**config.mk**
```make
export PLATFORM = sky130hd
export DESIGN_NAME = procyon_sync_fifo
export DESIGN_NICKNAME = d
export VERILOG_FILES = /design/src/rtl/procyon_sync_fifo.sv
export SDC_FILE = /design/constraint.sdc
export NUM_CORES = 1
export LEC_CHECK = 0
export ABC_AREA = 1
export CORE_ASPECT_RATIO = 1.75
export CORE_MARGIN = 3
export CORE_UTILIZATION = 52
export DETAILED_ROUTE_END_ITERATION = 12
export GPL_TIMING_DRIVEN = 1
export MAX_ROUTING_LAYER = met4
export PLACE_DENSITY = 0.7
export SYNTH_ARGS = -nofsm -noshare
export SYNTH_HDL_FRONTEND = slang
export SYNTH_SLANG_ARGS = --single-unit
```
**constraint.sdc**
```tcl
create_clock -name clk -period 2.6 [get_ports clk]
set_input_delay 0.52 -clock clk [delete_from_list [all_inputs] [get_ports clk]]
set_output_delay 0.52 -clock clk [all_outputs]
set_load 0.02 [all_outputs]
```
**src/rtl/procyon_sync_fifo.sv**
```systemverilog
// First-word-fall-through synchronous FIFO built from per-entry enabled flops.
// Status outputs are registered and derived from next-state pointers, so no input reaches them combinationally.
module procyon_sync_fifo #(
  parameter int OPTN_DATA_WIDTH = 8,
  parameter int OPTN_FIFO_DEPTH = 8
) (
  input  logic                                   clk,
  input  logic                                   n_rst,
  input  logic                                   i_flush,
  input  logic                                   i_fifo_wr_en,
  input  logic [OPTN_DATA_WIDTH-1:0]             i_fifo_wr_data,
  output logic                                   o_fifo_full,
  input  logic                                   i_fifo_ack,
  output logic                                   o_fifo_valid,
  output logic [OPTN_DATA_WIDTH-1:0]             o_fifo_data,
  output logic [$clog2(OPTN_FIFO_DEPTH+1)-1:0]   o_fifo_count
);

  localparam int ADDR_W = $clog2(OPTN_FIFO_DEPTH);
  localparam int PTR_W  = ADDR_W + 1;
  localparam int CNT_W  = $clog2(OPTN_FIFO_DEPTH + 1);

  logic [OPTN_DATA_WIDTH-1:0] r_storage [OPTN_FIFO_DEPTH];
  logic [PTR_W-1:0]           r_wr_ptr;
  logic [PTR_W-1:0]           r_rd_ptr;
  logic [CNT_W-1:0]           r_count;
  logic                       r_valid;
  logic                       r_full;

  logic                       w_push;
  logic                       w_pop;
  logic [PTR_W-1:0]           w_wr_ptr_next;
  logic [PTR_W-1:0]           w_rd_ptr_next;
  logic [CNT_W-1:0]           w_count_next;
  logic                       w_valid_next;
  logic                       w_full_next;
  logic [OPTN_FIFO_DEPTH-1:0] w_entry_we;

  // Acceptance uses start-of-cycle flags only: full blocks writes, empty blocks acks.
  assign w_push = i_fifo_wr_en & ~r_full;
  assign w_pop  = i_fifo_ack & r_valid;

  always_comb begin
    w_wr_ptr_next = r_wr_ptr + PTR_W'(w_push);
    w_rd_ptr_next = r_rd_ptr + PTR_W'(w_pop);
    w_count_next  = r_count + CNT_W'(w_push) - CNT_W'(w_pop);
    if (i_flush) begin
      w_wr_ptr_next = '0;
      w_rd_ptr_next = '0;
      w_count_next  = '0;
    end
    w_valid_next = (w_wr_ptr_next != w_rd_ptr_next);
    w_full_next  = (w_wr_ptr_next[ADDR_W-1:0] == w_rd_ptr_next[ADDR_W-1:0]) &&
                   (w_wr_ptr_next[PTR_W-1] != w_rd_ptr_next[PTR_W-1]);
  end

  always_ff @(posedge clk) begin
    if (!n_rst) begin
      r_wr_ptr <= '0;
      r_rd_ptr <= '0;
      r_count  <= '0;
      r_valid  <= 1'b0;
      r_full   <= 1'b0;
    end else begin
      r_wr_ptr <= w_wr_ptr_next;
      r_rd_ptr <= w_rd_ptr_next;
      r_count  <= w_count_next;
      r_valid  <= w_valid_next;
      r_full   <= w_full_next;
    end
  end

  // Storage is never reset; occupancy is tracked solely by the pointers.
  generate
    for (genvar gi = 0; gi < OPTN_FIFO_DEPTH; gi++) begin : g_entry
      assign w_entry_we[gi] = w_push && (r_wr_ptr[ADDR_W-1:0] == ADDR_W'(gi));
      always_ff @(posedge clk) begin
        if (w_entry_we[gi]) begin
          r_storage[gi] <= i_fifo_wr_data;
        end
      end
    end
  endgenerate

  assign o_fifo_data  = r_storage[r_rd_ptr[ADDR_W-1:0]];
  assign o_fifo_valid = r_valid;
  assign o_fifo_full  = r_full;
  assign o_fifo_count = r_count;

endmodule
```
==> flow_summary.toml <==
[yosys]
synth_cells = 323
ys.flop_type = "edfxtp_1"
ys_ff_latch = 78
async_reset_ff_frac = 0
yosys.area.top_type_share = 0.570
yosysWarnings = 0
synth_area_leader_cell = "edfxtp_1"
synth.most_common_cell = "nor2_1"
synth_common_cells = "nor2_1, edfxtp_1, nand2_1"
syn_area_um2 = 3370
syn_area_per_cell_um2 = 10.4
synth_cell_types = 24
synth_seq_area_share = 0.653
syn_nets = 344
synth_area_leaders = "edfxtp_1, nor2_1, dfxtp_1"
synth_edf_count = 64

[timing]
relSlewSlack = 0.751
skew_ns = 0.00821
hold_viol = 0
rsz0062_at_grt = "false"
fmax_mhz = 403
tightest_slew_ns = 0.372
fin_crit_sh = 0.954
slew_viol_final = 0
min_period_ns = 2.48
tns_ns = 0
setup_viol = 0
holdWs_ns = 0.600
setup_ws_ns = 0.120

[setup_path]
arrival_ns = 1.96
r2r-end = "o_fifo_valid"
r2r_setup_slack_ns = 0.84
crit_start = "r_rd_ptr[0]"
critPathCaptureType = "primary output"
r2r-start = "o_fifo_full"
start_kind = "flip-flop"
required_ns = 2.08
worst-setup-path-type = "reg2out"
r2r_cells = 10
critPathMaxFanout = 6

[place]
dp_hpwl_um = 4300
port_buffers = 26
post-place-ws_ns = 0.199
dp_cells = 434
gp_congestion = 0.778

[clock_tree]
cts.path.max_buffers = 2
clock-root-buffer = "clkbuf_8"
cts.clk_slew.worst_paths_ns = 0.07
clk_latency_ns = 0.34
cts_buffers = 9
cts_hold_buf = 0
cts_tree = "built"
cts.sinks = 78
h-tree-depth = 3

[global_route]
grt_pass1_wl_um = 10200
grt_antenna_before_repair = 0
grt_usage = 0.192
grt-ovfl-total = 0
grt_pass1_vias = 2203
grt_start_max_net_pins = 25

[power]
p_leak_nw = 1.61
max-vdd-ir-drop_v = 0.000421
p_total_mw = 2.59
power-per-cell-area_nw_per_um2 = 642

[die]
row_count = 38
start_util = 0.541
core_um2 = 6230
dieArea_um2 = 7520
die_h_um = 113
num_io_pins = 27
die_w_um = 66.9

[worst_hold_path]
hold_depth = 4
min_to = "r_wr_ptr[3]"
holdCritPathClass = "reg2reg"
hold_path.startpoint = "r_wr_ptr[3]"

[layout]
nNetsFinal = 386
stdcell_count = 450
fillers = 494
drive_above_1_share = 0.114
regArea_um2 = 2200
areaGrowthSynthToFinish_pct = 19.5
multi_input_area_um2 = 967
insertedDiodeCount = 0

[routing]
routed_wl_um = 6350
routed_via_density = 5.12
detail-route-antenna-nets = 0
vias = 2306
drt-initial-drc-count = 111
wl_per_cell_um = 14.1
drt_first_pass_iters = 4
drc = 0

[outcome]
status = "finished clean"

[flow_run]
maxCapViolCount = 0
-- layout make-up --
| class | instances | share of cell area |
|---|---|---|
| multi-input combinational | 206 | 0.240 |
| clock inverter | 6 | 0.0273 |
| timing repair buffer | 42 | 0.103 |
| tap | 80 | 0.0248 |
| clock buffer | 10 | 0.0317 |
| sequential | 78 | 0.546 |
| inverter | 28 | 0.0267 |
-- how the worst max path moves through the flow --
stage | to | cells after the start
final | o_fifo_data[7] | 8
after global routing | o_fifo_data[1] | 7
after CTS | o_fifo_data[0] | 8
after detailed placement | o_fifo_valid | 12
after global placement | o_fifo_full | 13
after floorplan | o_fifo_count[2] | 8
-- per-stage QoR --
| step | area, um^2 | util |
|---|---|---|
| after CTS | 4010 | 0.644 |
| final | 4030 | 0.647 |
| after global routing | 4030 | 0.647 |
| after global placement | 3770 | 0.605 |
| after detailed placement | 3770 | 0.605 |
| after floorplan | 3370 | - |
-- placed cells by master (no fill, tap or decap), types with 4 or more instances in the layout --
cell type        instances
nand2_1                 52
inv_2                    6
buf_4                   13
dfxtp_1                 14
inv_1                   18
dlymetal6s2s_1           6
edfxtp_1                64
clkdlybuf4s50_1         20
o21ai_1                 31
ha_1                     7
clkinv_1                 4
o21ai_0                 18
nand3_1                 10
nor2_1                  76
clkbuf_8                 9
-- worst max-delay path, cell delays in order, from the launching register on --
cell and delay, ns:
dfxtp_1 0.41, buf_4 0.18, nor2_1 0.05, nor2_1 0.08
o21ai_0 0.08, o21ai_0 0.09, nand2_1 0.07, nand2_1 0.08
clkdlybuf4s50_1 0.60
-- flip-flops by register name, indices dropped and copies added, names as in the netlist --
signal and flops:
o_fifo_count 4, o_fifo_full 1, o_fifo_valid 1, r_rd_ptr 4, r_storage 64, r_wr_ptr 4
-- cell families (layout without fill, tap and decap cells) --
group | after synthesis | count (layout) | synth area share
and+or+nand+nor | 144 | 144 | 0.172
buffers and inverters | 39 | 86 | 0.0601
AOI/OAI and AO/OA | 52 | 52 | 0.0779
DFF | 78 | 78 | 0.653
adders and majority gates | 8 | 8 | 0.0319
xor gates and xnor gates | 2 | 2 | 0.00520
-- metal layers --
layer  track usage  up-vias  share of wire
met5             -        -              0
met4         0.115        0          0.024
met3        0.0350       12          0.039
met2         0.313       61           0.53
met1         0.215     1074           0.40
li1              -     1159              -
-- power breakdown --
part | switching, mW | internal (mW) | leakage [nW]
registers | 0.00750 | 1.37 | 0.695
logic | 0.0962 | 0.0736 | 0.806
clock network | 0.408 | 0.636 | 0.114
-- what timing repair did --
item / in CTS / in global routing
pin swaps: 0 / 0
buffers inserted: 0 / 0
endpoints found under the setup margin: 1 / 6
cloned: 0 / 0
resized for setup: 1 / 7
(Power assumes the default switching activity.)
==> edit: new RTL, config.mk and constraints unchanged <==
Change the parameter `OPTN_FIFO_DEPTH` from 8 to 32.
--- a/src/rtl/procyon_sync_fifo.sv
+++ b/src/rtl/procyon_sync_fifo.sv
@@ -2,7 +2,7 @@
 // Status outputs are registered and derived from next-state pointers, so no input reaches them combinationally.
 module procyon_sync_fifo #(
   parameter int OPTN_DATA_WIDTH = 8,
-  parameter int OPTN_FIFO_DEPTH = 8
+  parameter int OPTN_FIFO_DEPTH = 32
 ) (
   input  logic                                   clk,
   input  logic                                   n_rst,
Interface: changed (resized o_fifo_count); port bits go from 27 to 29. The function was not compared with the original's and may differ.
==> edit against the unedited design <==
The run now ends with setup timing left. Sequential cell count is 198 higher. Die area increased to 3.2 times the old value. Wire length grew to 4.6 times the old value. Global-route usage increased by 5.5 points. First-iteration DRC count rose to 6.4 times the old value. Total power increased to 3.4 times the old value. Setup slack worse by 0.22 ns. Design area grew to 3.4 times the old value. Area after synthesis rose to 3.4 times the old value. Via count increased to 3.4 times the old value. Count of clock-buffer cells in the layout grew 21.
==> edit: results (changes against the unedited design) <==
| Metric | Value |
|---|---|
| Status | finished, violations left |
| Failing checks | setup timing |
| CP endpoint | o_fifo_data[4] |
| First-pass GRT wire length | 43900 um (+330%) |
| TritonCTS buffer count | 23 (+14) |
| Pre-CTS setup slack | -0.139 ns (-0.338 ns) |
| Placer Congestion | 0.877 (+13%) |
| Synth cell count leaders | 256 x edfxtp_1, 196 x nand2_1, 158 x nor2_1, 96 x o21ai_0, 41 x a21oi_1 |
| Met1 Use GR | 0.293 (+0.0781) |
| Layout cell share with drive strength beyond 1 | 0.178 (+0.0641) |
| Max stage delay cell, worst path | dfxtp_4 |
| Reg2reg end | o_fifo_count[4]$_SDFF_PP0_ |
| Pwr Density | 627 mW/mm2 (-2.4%) |
| Clock Tree Buf Depth | 3 (+1) |
| Hpwl dp | 17100 um (+300%) |
| Number of flip-flops in the largest register | 256 (+300%) |
| Met1 wire length | 10500 um (+310%) |
| Fin Clk Skew | 0.00839 ns (+0.000178 ns) |
| First-pass DRT Iterations | 5 (+1) |
| Vias in the first global route | 7770 (+250%) |
| GRT met3 Usage | 0.0280 (-0.00704) |
| Worst Max-Slew Pin Slew | 0.574 ns (+0.201 ns) |
| # H-tree levels | 1 (-2) |
| Placed Cells | 1320 (+200%) |
| Leak | 5.03 nW (+210%) |
| Worst-path maximum fanout | 7 (+1) |
| Seq group | 4.88 mW (+250%) |
| Fin worst setup slack | -0.0994 ns (-0.220 ns) |
| Seq/Total Area, Yosys | 0.707 (+0.0540) |
| I/O Buffers | 28 (+7.7%) |
| Synth cell types | 32 (+33%) |
| Met2 Resource Use GR | 0.426 (+0.113) |
| Met2 wire len | 15100 um (+340%) |
| Final setup vio count | 8 (+8) |
| Nets | 1103 (+190%) |
| Hold Crit Endpoint | o_fifo_count[5]$_SDFF_PP0_ |
| Non-filler cells, final | 1390 (+210%) |
| Reg2reg setup slack | 0.46 ns (-0.38 ns) |
| Clock Root Buffer | clkbuf_16 |
| Crit path DAT | 2.18 ns (+0.22 ns) |
| WHS Path Cells | 2 (-2) |
| Syn_nets | 997 (+190%) |
| Net Sw Power | 1.78 mW (+250%) |
| WHS | 0.596 ns (-0.00361 ns) |
| Post-DP Area | 0.0125 mm2 (+230%) |
| Hold Path Origin | o_fifo_count[5]$_SDFF_PP0_ |
| Fillers | 1585 (+220%) |
| Synth top area cells | edfxtp_1 67%, nand2_1 6.4%, nor2_1 5.2%, o21ai_0 4.2%, dfxtp_1 3.5% |
-- edit: worst reg2reg max path, delay by kind of cell, from the launching register on --
kind,cells,cell delay (ns)
AOI/OAI and AO/OA,3,0.38
adders and majority gates,2,0.61
buffers and inverters,2,0.18
DFF,1,0.37
and+or+nand+nor,5,0.52
-- edit: cell type report --
type                       instances  share of cell area
clock buffer                      31              0.0481
clock inverter                    10             0.00612
inverter                          33             0.00909
multi-input combinational        618               0.222
sequential                       276               0.582
tap                              292              0.0263
timing repair buffer             130               0.106
-- edit: cells by family (layout without fill, tap and decap cells) --
family                     Yosys count  count (layout)  synth area share
xor gates and xnor gates             3               3           0.00230
AOI/OAI and AO/OA                  175             175            0.0805
muxes                               32              32            0.0280
adders and majority gates            8               8           0.00941
and+or+nand+nor                    400             400             0.139
DFF                                276             276             0.707
buffers and inverters               82             204            0.0333
-- edit: what timing repair did --
action,4_1_cts,5_1_grt
setup endpoints to repair,8,8
pin swaps,44,24
buffers inserted,15,7
resized for setup,102,21
cloned,9,1
